`config.mk`:
```
export PLATFORM = sky130hd
export DESIGN_NAME = bird_life_manager
export DESIGN_NICKNAME = d
export VERILOG_FILES = /design/src/rtl/bird_pkg.sv /design/src/rtl/bird_slot_fsm.sv /design/src/rtl/bird_life_manager.sv
export SDC_FILE = /design/constraint.sdc
export NUM_CORES = 1
export LEC_CHECK = 0
export BUFFER_PORTS_ARGS = -buffer_cell sky130_fd_sc_hd__buf_2
export CORE_ASPECT_RATIO = 1.1
export CORE_MARGIN = 1.5
export CORE_UTILIZATION = 60
export CTS_CLUSTER_SIZE = 30
export DETAILED_ROUTE_END_ITERATION = 10
export PLACE_DENSITY_LB_ADDON = 0.05
export RECOVER_POWER = 50
export SLEW_MARGIN = 0
export SYNTH_ARGS = -nofsm -noshare
export SYNTH_HDL_FRONTEND = slang
export SYNTH_SLANG_ARGS = --single-unit
```
`constraint.sdc`:
```
create_clock -name clk -period 3.3 [get_ports clk]
set_input_delay 0.825 -clock clk [delete_from_list [all_inputs] [get_ports clk]]
set_output_delay 0.825 -clock clk [all_outputs]
set_load 0.01 [all_outputs]
```
`src/rtl/bird_pkg.sv`:
```
// Shared types and constants for the bird slot lifecycle logic.
package bird_pkg;

  typedef enum logic [2:0] {
    B_IDLE,
    B_SPAWN,
    B_ACTIVE,
    B_FLASH,
    B_DYING
  } bird_state_t;

  localparam int DMG_NORMAL = 1;
  localparam int DMG_BOOST  = 2;

  // Width of a down-counter able to hold the largest (frames - 1) load value.
  function automatic int frame_cnt_w(input int spawn_f, input int flash_f, input int death_f);
    int m;
    m = spawn_f;
    if (flash_f > m) m = flash_f;
    if (death_f > m) m = death_f;
    return (m <= 2) ? 1 : $clog2(m);
  endfunction

endpackage

```
`src/rtl/bird_slot_fsm.sv`:
```
// One bird slot: deploy edge detect, health, frame counter, lifecycle state and output decode.
module bird_slot_fsm
  import bird_pkg::*;
#(
  parameter int LIFE_W       = 4,
  parameter int SPAWN_FRAMES = 32,
  parameter int FLASH_FRAMES = 8,
  parameter int DEATH_FRAMES = 16
) (
  input  logic              clk,
  input  logic              reset,
  input  logic              startOfFrame,
  input  logic              deploy,
  input  logic [LIFE_W-1:0] bird_life,
  input  logic              more_damage,
  input  logic              hit,
  output logic              alive,
  output logic              visible,
  output logic              flash,
  output logic              dying,
  output logic              kill_pulse
);

  localparam int CNT_W = frame_cnt_w(SPAWN_FRAMES, FLASH_FRAMES, DEATH_FRAMES);
  localparam logic [CNT_W-1:0] SPAWN_LOAD = CNT_W'(SPAWN_FRAMES - 1);
  localparam logic [CNT_W-1:0] FLASH_LOAD = CNT_W'(FLASH_FRAMES - 1);
  localparam logic [CNT_W-1:0] DEATH_LOAD = CNT_W'(DEATH_FRAMES - 1);

  bird_state_t       state, state_nx;
  logic [LIFE_W-1:0] hp, hp_nx;
  logic [CNT_W-1:0]  cnt, cnt_nx;
  logic              deploy_q;
  logic              kill_q, kill_nx;
  logic              deploy_edge;
  logic [LIFE_W-1:0] dmg;

  assign deploy_edge = deploy & ~deploy_q;
  assign dmg         = more_damage ? LIFE_W'(DMG_BOOST) : LIFE_W'(DMG_NORMAL);

  always_comb begin
    // NOTE: every next-state signal gets a default first so no path leaves it unassigned (no latch).
    state_nx = state;
    hp_nx    = hp;
    cnt_nx   = cnt;
    kill_nx  = 1'b0;
    case (state)
      B_IDLE: begin
        if (deploy_edge) begin
          state_nx = B_SPAWN;
          hp_nx    = (bird_life == '0) ? LIFE_W'(1) : bird_life;
          cnt_nx   = SPAWN_LOAD;
        end
      end
      B_SPAWN, B_FLASH: begin
        if (startOfFrame) begin
          if (cnt == '0) state_nx = B_ACTIVE;
          else           cnt_nx   = cnt - CNT_W'(1);
        end
      end
      B_ACTIVE: begin
        // hp <= dmg goes straight to DYING, so the subtraction below can never wrap.
        if (hit) begin
          if (hp <= dmg) begin
            state_nx = B_DYING;
            hp_nx    = '0;
            cnt_nx   = DEATH_LOAD;
            kill_nx  = 1'b1;
          end else begin
            state_nx = B_FLASH;
            hp_nx    = hp - dmg;
            cnt_nx   = FLASH_LOAD;
          end
        end
      end
      B_DYING: begin
        if (startOfFrame) begin
          if (cnt == '0) state_nx = B_IDLE;
          else           cnt_nx   = cnt - CNT_W'(1);
        end
      end
      default: state_nx = B_IDLE;
    endcase
  end

  // NOTE: state registers use non-blocking assignments so all flops update together at the edge.
  always_ff @(posedge clk) begin
    if (reset) begin
      state    <= B_IDLE;
      hp       <= '0;
      cnt      <= '0;
      deploy_q <= 1'b0;
      kill_q   <= 1'b0;
    end else begin
      state    <= state_nx;
      hp       <= hp_nx;
      cnt      <= cnt_nx;
      deploy_q <= deploy;
      kill_q   <= kill_nx;
    end
  end

  assign alive      = (state == B_SPAWN) || (state == B_ACTIVE) || (state == B_FLASH);
  assign visible    = (state != B_IDLE);
  assign flash      = (state == B_FLASH) || ((state == B_SPAWN) && cnt[2]);
  assign dying      = (state == B_DYING);
  assign kill_pulse = kill_q;

endmodule

```
`src/rtl/bird_life_manager.sv`:
```
// Per-slot bird health and lifecycle tracking; one bird_slot_fsm per slot.
module bird_life_manager
  import bird_pkg::*;
#(
  parameter int NUM_BIRDS    = 4,
  parameter int LIFE_W       = 4,
  parameter int SPAWN_FRAMES = 32,
  parameter int FLASH_FRAMES = 8,
  parameter int DEATH_FRAMES = 16
) (
  input  logic                 clk,
  input  logic                 reset,
  input  logic                 startOfFrame,
  input  logic [NUM_BIRDS-1:0] deploy_bird,
  input  logic [LIFE_W-1:0]    bird_life,
  input  logic                 more_damage,
  input  logic [NUM_BIRDS-1:0] bird_hit,
  output logic [NUM_BIRDS-1:0] bird_alive,
  output logic [NUM_BIRDS-1:0] bird_visible,
  output logic [NUM_BIRDS-1:0] bird_flash,
  output logic [NUM_BIRDS-1:0] bird_dying,
  output logic [NUM_BIRDS-1:0] kill_pulse
);

  for (genvar i = 0; i < NUM_BIRDS; i++) begin : g_slot
    bird_slot_fsm #(
      .LIFE_W      (LIFE_W),
      .SPAWN_FRAMES(SPAWN_FRAMES),
      .FLASH_FRAMES(FLASH_FRAMES),
      .DEATH_FRAMES(DEATH_FRAMES)
    ) u_slot (
      .clk         (clk),
      .reset       (reset),
      .startOfFrame(startOfFrame),
      .deploy      (deploy_bird[i]),
      .bird_life   (bird_life),
      .more_damage (more_damage),
      .hit         (bird_hit[i]),
      .alive       (bird_alive[i]),
      .visible     (bird_visible[i]),
      .flash       (bird_flash[i]),
      .dying       (bird_dying[i]),
      .kill_pulse  (kill_pulse[i])
    );
  end

endmodule
```
# Word-level counts from Yosys, hierarchy flattened
# Index checks and enable logic that the tools add are counted.
# op_classes
n_mux	78
reduce_logical	61
n_addsub	8
eq_ne	48
n_lt_le_gt_ge	4
bitwise_logic	16
# ops
operator	count
$mux 3	28
$mux 5	16
$mux 4	17
$pmux 5 s3	4
$pmux 3 s4	4
$ne 2x2->1 const B	20
$pmux 4 s2	4
$eq 3x2->1 const B	8
$ne 2x1->1 const B	12
$reduce_and 6->1	4
$reduce_bool 3->1	8
$reduce_or 3->1	8
$logic_not 5->1	4
$reduce_and 5->1	4
$sub 5x1->5 const B	4
$le 4x4->1	4
$sub 4x4->4	4
$eq 3x1->1 const B	4
$eq 3x3->1 const B	4
$logic_not 3->1	4
$logic_or 1x1->1	12
$not 1->1	12
$reduce_and 3->1	4
$reduce_bool 2->1	4
6 further kinds	18
# totals
output_inout_bits	20
inputBits	16
word_cells	235
register_bits	56

# Depth between registers and ports, before layout
# Gate-level depths: netlist of the first run.
# depth
ltp_word	5
mapped_depth	8
ltp_nobuf	8

# Modules after synthesis
# Synthesis of the first run repeated with hierarchy kept, for this count alone.
# hier_totals
hier_cells	409
area_unflattened_um2	3598.5
# by_module_without_submodules
module	cells_each	n_inst	area_each_um2	seq_area_each_um2
bird_slot_fsm (g_slot[0].u_slot ...)	101	3	883.3	280.3
bird_slot_fsm (g_slot[3].u_slot)	106	1	948.4	280.3

# Worst setup path after synthesis of the first run
# OpenSTA, ideal clock, no wires.
# synth_timing
path_type	input to register
startpoint	input port more_damage
endpoint	register g_slot[2].u_slot.hp[0]
n_path_buf	0
arrival_ns	2.626
setup_time_ns	0.134
t_required_ns	3.166
cell_stages	8
path_slack_ns	0.540
path_cell_list	inv_1 -> ha_1 -> inv_1 -> fa_1 -> a21boi_0 -> or2_2 -> a221oi_1 -> a211oi_1
# synth_via
elab_chain_cells	5
word_cells_on_any_way	6
cone_classes	add/sub (1); order compare (1); mux (4)
# synth_lines
element	line	text
start, declared	bird_life_manager.sv:16	input logic more_damage,
$mux 2 *	bird_slot_fsm.sv:38	assign dmg = more_damage ? LIFE_W'(DMG_BOOST) : LIFE_W'(DMG_NORMAL);
$sub 4x4->4 / $le 4x4->1 (equally long branches)	bird_slot_fsm.sv:70, bird_slot_fsm.sv:63	
$mux 4 *	bird_slot_fsm.sv:63	if (hp <= dmg) begin
$mux 4 *	bird_slot_fsm.sv:62	if (hit) begin
$pmux 4 s2 *	bird_slot_fsm.sv:46	case (state)
end signal, assigned	bird_slot_fsm.sv:95	hp <= hp_nx;
end, declared	bird_slot_fsm.sv:30	logic [LIFE_W-1:0] hp, hp_nx;
# Mark *: on every way between the ends. The rest lies on a longest branch, timed or not. The select of a mux whose other input is x is not followed.
# A chain may end at the register's enable or synchronous reset.

# Final worst setup path of the first run
# layout_timing
startpoint	input port more_damage
endpoint	register g_slot[0].u_slot.hp[1]
# layout_via
elab_chain_cells	5
word_cells_on_any_way	6
cone_classes	add/sub (1); order compare (1); mux (4)
# layout_lines
element	line
$mux 2 *	bird_slot_fsm.sv:38
$sub 4x4->4 / $le 4x4->1 (equally long branches)	bird_slot_fsm.sv:70, bird_slot_fsm.sv:63
$mux 4 *	bird_slot_fsm.sv:63
$mux 4 *	bird_slot_fsm.sv:62
$pmux 4 s2 *	bird_slot_fsm.sv:46
end signal, assigned	bird_slot_fsm.sv:95
end, declared	bird_slot_fsm.sv:30
# Marked as above.

==> results.py, run 1 <==
metrics = {
    "cts": {
        "post_cts_buffers": 0,
        "cts_buffer_depth": 2,
        "htreeDepth": 2,
        "clk_latency_ns": 0.31,
        "cts_tree": "built",
        "post_cts_resized": 0,
        "cts-root-buf": "clkbuf_8",
        "cts_hold_buf": 0,
        "clkSinkCount": 56,
        "cts_buffers": 5,
        "clkSlewWorstSetupHoldPaths_ns": 0.10,
    },
    "sta": {
        "min_period_over_period_pct": 78.2,
        "setup_viol": 0,
        "rsz0062_at_grt": "false",
        "drv_slew": 0,
        "hold_viol_final": 0,
        "period_needed_ns": 2.58,
        "tightest_slew_ns": 0.890,
        "fmax_mhz": 388,
        "finClkSkew_ns": 0.00729,
        "relSlewSlack_pct": 40.6,
        "fin_tns_setup_ns": 0,
    },
    "pwr": {
        "ir_drop_mv": 0.272,
        "power-per-cell-area_nw_per_um2": 473,
        "cellLeakagePower_nw": 1.52,
    },
    "grt": {
        "antenna_found_initial": 0,
        "grt_pass1_vias": 2948,
        "grt_use_total_pct": 24.5,
        "grt_max_degree": 21,
        "grt-ovfl-total": 0,
        "grt_pass1_wl_um": 13300,
    },
    "die": {
        "rows": 29,
        "core_region_area_um2": 5840,
        "io_pins": 36,
        "start_util_pct": 63.1,
        "die_h_um": 85.2,
        "dieArea_um2": 6630,
        "dieWidth_um": 77.7,
    },
    "synth": {
        "synth-edff-count": 0,
        "synth.distinct_cells": 65,
        "synth-compound-area-share_pct": 26.8,
        "synthesis.nets": 482,
        "yosys_warnings": 0,
        "synth_top_area_cell": "dfxtp_1",
        "synth_area_um2": 3690,
        "synth-seq-cells": 56,
        "synth-simple-area-share_pct": 23.6,
        "synth_top_cells_by_count": "dfxtp_1 (56), nor2_1 (43), nand2_1 (31)",
        "synth-xor-area-share_pct": 0.475,
        "synthMuxAreaShare_pct": 1.15,
        "synth_area_leaders": "dfxtp_1 (30%), ha_1 (4.8%), nor2_1 (4.4%), buf_4 (4.3%), a211oi_1 (3.7%)",
        "yosysMostFrequentCell": "dfxtp_1",
        "syn-instance-count": 448,
        "synth_fa_ha_area_share_pct": 6.92,
        "async_flop_share_pct": 0,
        "synth.avg_cell_area_um2": 8.23,
        "synth_top_area_share_pct": 30.4,
        "synth_top_family_by_area": "compound AO/OA/AOI/OAI gates",
        "synth_seq_area_share_pct": 30.4,
        "ys_dominant_reg_cell": "dfxtp_1",
    },
    "setup_path": {
        "rr_startpoint": "g_slot[2].u_slot.hp[0]$_SDFFE_PP0P_",
        "cp-start-kind": "input port",
        "cp-startpoint": "more_damage",
        "critPathCaptureType": "flop",
        "worstSetupPathType": "input port to flop",
        "crit_fanout": 7,
        "cp.required_ns": 3.52,
        "cp.arrival_ns": 2.80,
    },
    "place": {
        "place_area_um2": 3720,
        "place_congestion": 0.859,
        "portBuffers": 35,
        "dp_hpwl_um": 5480,
    },
    "flow_run": {
        "cap_viol_max_count": 0,
    },
    "drt": {
        "antenna_left": 0,
        "drt-initial-drc-count": 202,
        "routedWlPerCell_um": 14.5,
        "drt-total-wl_um": 7630,
        "vias_per_cell": 6.09,
        "vias": 3198,
        "drc": 0,
        "dr.pass1.iters": 5,
    },
    "layout": {
        "drive_above_1_share_pct": 10.5,
        "fin_area_um2": 3770,
        "area_delta_synth_final_pct": 2.17,
        "antenna_cells": 0,
        "num-nets-final": 482,
    },
    "status": {
        "status": "finished, final reports clean",
    },
    "min_path": {
        "hp-class": "flop to flop",
        "hp-start": "g_slot[2].u_slot.hp[0]$_SDFFE_PP0P_",
    },
}
[kinds of logic (layout without fill, tap and decap cells)]
logic type	count (synthesis)	in the layout
buffers and inverters	77	77
muxes	4	4
xor gates and xnor gates	2	2
AOI/OAI and AO/OA	129	129
adders and majority gates	18	18
and+or+nand+nor	162	162
DFF	56	56
[flip-flops by register name (all words and copies together) (netlist names)]
register,cells
g_slot.u_slot.cnt,20
g_slot.u_slot.deploy_q,4
g_slot.u_slot.state,12
g_slot.u_slot.kill_pulse,4
g_slot.u_slot.hp,16
[metal layers]
| metal | vias up | global-route usage (%) | part of all wire (%) |
|---|---|---|---|
| met1 | 1506 | 33.0 | 49 |
| met5 | - | 0 | 0 |
| met4 | 0 | 7.60 | 0.60 |
| met3 | 4 | 4.30 | 4.4 |
| li1 | 1615 | - | - |
| met2 | 73 | 39.8 | 46 |
[cells in the final DEF, fill, tap and decap left out, types with 5 or more instances in the layout]
master | Yosys | routed
a211oi_1 | 18 | 18
and2_1 | 9 | 9
clkbuf_1 | 15 | 18
o32ai_1 | 7 | 7
nor2b_1 | 7 | 7
nand3_1 | 12 | 12
a211o_1 | 8 | 8
nor2_1 | 43 | 43
nor3_1 | 14 | 14
nand2b_1 | 6 | 6
or3b_1 | 10 | 11
o21ai_0 | 8 | 8
nand2_1 | 31 | 31
nor3b_1 | 5 | 5
dfxtp_1 | 56 | 56
ha_1 | 14 | 14
inv_1 | 30 | 30
a22oi_1 | 5 | 5
buf_2 | 8 | 19
clkbuf_8 | 0 | 5
a21oi_1 | 23 | 23
a311oi_1 | 6 | 6
[final timing paths]
path | slack [ns] | endpoint | depth (start not counted)
min reg2reg | 0.48 | g_slot[2].u_slot.hp[0]$_SDFFE_PP0P_ | 2
min | 0.48 | g_slot[2].u_slot.hp[0]$_SDFFE_PP0P_ | 2
max reg2reg | 1.24 | g_slot[2].u_slot.hp[0]$_SDFFE_PP0P_ | 8
max | 0.72 | g_slot[0].u_slot.hp[1]$_SDFFE_PP0P_ | 10
[metrics by stage]
step	power, mW	utilization [%]	hold WS [ns]	instances	setup WS (ns)
final	1.78	64.5	0.481	525	0.721
after global routing	1.91	64.5	0.514	525	0.529
after CTS	1.80	65.0	0.487	525	0.724
after detailed placement	1.43	63.6	0.471	518	0.393
after global placement	1.42	63.6	0.465	518	0.452
after floorplan	1.33	-	0.444	448	0.540
[power by group]
part | internal (mW) | switching [mW] | total (mW)
sequential | 0.753 | 0.0870 | 0.840
combinational | 0.254 | 0.322 | 0.576
clock | 0.145 | 0.222 | 0.366
[area by class of cell]
cell class / instances / area (um^2)
Multi-Input combinational cell: 315 / 2170
Fill cell: 532 / 2070
Sequential cell: 56 / 1120
Timing Repair Buffer: 40 / 185
Inverter: 30 / 113
Tap cell: 77 / 96.3
Clock buffer: 5 / 68.8
Clock inverter: 2 / 12.5
[critical path, cell delays in order]
cell      delay, ns
buf_2          0.08
inv_1          0.13
buf_4          0.21
ha_1           0.19
inv_1          0.08
fa_1           0.22
a21bo_2        0.25
and2_1         0.19
or3b_1         0.37
a311oi_1       0.25
(Power assumes the default switching activity.)
==> inputs of run 2 (changes only) <==
ABC_AREA = 1   (was unset)
clock period = 2.7 ns   (was 3.3 ns; I/O delays follow)
==> run 2 against run 1 <==
Largest power group is now combinational logic. Power increased by 140%. Routed wire length rose by 5.3%. Design area grew 3.6%. Critical endpoint is now g_slot[3].u_slot.state[1]$_SDFFE_PP0P_. Hold slack got worse by 0.0071 ns. Highest routed layer unchanged. Sequential power up 61%. Worst setup slack worse by 0.27 ns.
==> results.py, run 2 <==
metrics = {
    "place": {
        "dp_hpwl_um": 6000,
        "portBuffers": 35,
        "place_congestion": 0.903,
        "place_area_um2": 3880,
        "dpl_worst_slack_ns": 0.118,
        "dp.cells": 681,
    },
    "grt": {
        "grt_pass1_wl_um": 13500,
        "grt_use_total_pct": 24.7,
        "grt_max_degree": 27,
        "antenna_found_initial": 0,
        "grt-ovfl-total": 0,
        "grt_pass1_vias": 3259,
    },
    "drt": {
        "vias": 3588,
        "vias_per_cell": 5.21,
        "drt-initial-drc-count": 159,
        "drt-total-wl_um": 8030,
        "dr.pass1.iters": 4,
        "antenna_left": 0,
        "drc": 0,
        "routedWlPerCell_um": 11.7,
    },
    "synth": {
        "synth_top_area_cell": "dfxtp_1",
        "synth.avg_cell_area_um2": 6.34,
        "async_flop_share_pct": 0,
        "yosysMostFrequentCell": "nand2_1",
        "synth-edff-count": 0,
        "yosys_warnings": 0,
        "synth-seq-cells": 56,
        "synth_area_leaders": "dfxtp_1 (30%), nand2_1 (15%), nor2_1 (10%), nand3_1 (6.3%), inv_1 (6.0%)",
        "synthesis.nets": 624,
        "synth.distinct_cells": 31,
        "synth_top_area_share_pct": 30.0,
        "ys_dominant_reg_cell": "dfxtp_1",
        "synth_area_um2": 3740,
        "synth_top_cells_by_count": "nand2_1 (154), nor2_1 (101), inv_1 (60)",
        "synth_seq_area_share_pct": 30.0,
        "syn-instance-count": 590,
    },
    "sta": {
        "holdWs_ns": 0.474,
        "setup_viol": 0,
        "drv_slew": 0,
        "relSlewSlack_pct": 12.1,
        "min_period_over_period_pct": 83.2,
        "tightest_slew_ns": 1.32,
        "rsz0062_at_grt": "false",
        "worst_slack_ns": 0.453,
        "fin_tns_setup_ns": 0,
        "finClkSkew_ns": 0.00765,
        "fmax_mhz": 445,
        "hold_viol_final": 0,
        "period_needed_ns": 2.25,
    },
    "pwr": {
        "cellLeakagePower_nw": 2.01,
        "switching_power_mw": 2.10,
        "power-per-cell-area_nw_per_um2": 1100,
        "power.total_mw": 4.31,
        "p_sw_share_pct": 48.8,
        "combinationalPowerShare_pct": 57.2,
        "clkPwrFrac_pct": 11.4,
        "p_int_mw": 2.21,
        "ir_drop_mv": 0.564,
        "pwr-share-seq_pct": 31.4,
    },
    "die": {
        "die_h_um": 85.8,
        "start_util_pct": 63.6,
        "io_pins": 36,
        "dieWidth_um": 78.3,
        "rows": 29,
        "dieArea_um2": 6720,
        "core_region_area_um2": 5880,
    },
    "setup_path": {
        "worstSetupPathType": "input port to flop",
        "cp-start-kind": "input port",
        "rr_startpoint": "g_slot[3].u_slot.hp[0]$_SDFFE_PP0P_",
        "crit_fanout": 10,
        "cp.arrival_ns": 2.47,
        "critPathCaptureType": "flop",
        "cp.required_ns": 2.92,
        "cp-startpoint": "more_damage",
    },
    "layout": {
        "post-route-util_pct": 66.4,
        "largestRegisters": "g_slot.u_slot.cnt: 20 flops, g_slot.u_slot.hp: 16 flops, g_slot.u_slot.state: 12 flops",
        "final_cell_count_no_fill": 689,
        "n_fill_cell": 554,
        "fin_area_um2": 3900,
        "mostFrequentLayoutCells": "nand2_1 (158), nor2_1 (105), inv_1 (63)",
        "antenna_cells": 0,
        "area_delta_synth_final_pct": 4.38,
        "top_register": "g_slot.u_slot.cnt",
        "largest_register_ffs": 20,
        "drive_above_1_share_pct": 10.1,
        "num-nets-final": 645,
        "final_common_cell": "nand2_1",
    },
    "cts": {
        "cts-root-buf": "clkbuf_8",
        "cts_buffers": 5,
        "post_cts_resized": 0,
        "clkSinkCount": 56,
        "clk_latency_ns": 0.31,
        "cts_hold_buf": 0,
        "cts_tree": "built",
        "cts_buffer_depth": 2,
        "clkSlewWorstSetupHoldPaths_ns": 0.10,
        "post_cts_buffers": 0,
        "htreeDepth": 2,
    },
    "flow_run": {
        "cap_viol_max_count": 0,
    },
    "min_path": {
        "hp-start": "g_slot[1].u_slot.hp[0]$_SDFFE_PP0P_",
        "hp-class": "flop to flop",
    },
    "status": {
        "status": "finished, final reports clean",
    },
}
-- run 2: logic make-up after synthesis --
family	count (synthesis)	synth area share, %
AND/OR/NAND/NOR	340	39.2
buffers and inverters	100	12.0
AO/OA/AOI/OAI	66	9.64
flip-flops	56	30.0
adder cells (fa/ha/maj)	18	6.83
XOR/XNOR	10	2.34
-- run 2: path summary, 6_finish.rpt --
kind | to | slack (ns) | cells past startpoint
min reg2reg | g_slot[1].u_slot.hp[0]$_SDFFE_PP0P_ | 0.47 | 2
max reg2reg | g_slot[3].u_slot.state[1]$_SDFFE_PP0P_ | 0.90 | 11
max | g_slot[3].u_slot.state[1]$_SDFFE_PP0P_ | 0.45 | 12
min | g_slot[1].u_slot.hp[0]$_SDFFE_PP0P_ | 0.47 | 2
-- run 2: final cells by class --
type | instances | area (um^2) | share of cell area [%]
repair buffers | 40 | 194 | 4.97
clock buffers | 7 | 86.3 | 2.21
multi-input cells | 434 | 2120 | 54.3
well taps | 77 | 96.3 | 2.47
clock inverters | 1 | 7.51 | 0.192
inverters | 74 | 278 | 7.12
flip-flops and latches | 56 | 1120 | 28.7
-- run 2: power by group through the flow --
stage	clock [mW]	combinational (mW)	sequential, mW
3_5_place_dp	0	2.49	1.37
4_1_cts	0.502	2.51	1.35
3_3_place_gp	0	2.44	1.36
5_1_grt	0.539	2.82	1.39
2_1_floorplan	0	2.13	1.31
6_report	0.491	2.46	1.35
-- run 2: worst max-delay path, cell delays in order --
cell and delay [ns]:
buf_2 0.10, inv_1 0.29, ha_1 0.21, inv_1 0.06, fa_1 0.41, a21boi_0 0.14, nor2_1 0.22, nor2_2 0.08
inv_2 0.08, nand2_1 0.05, nor2_1 0.10, nor2_1 0.05
-- run 2: layer usage --
| metal | GRT usage [%] | routed length, um |
|---|---|---|
| met4 | 7.79 | 100 |
| met1 | 29.7 | 3760 |
| met2 | 44.6 | 3860 |
| met5 | 0 | 0 |
| met3 | 4.15 | 310 |
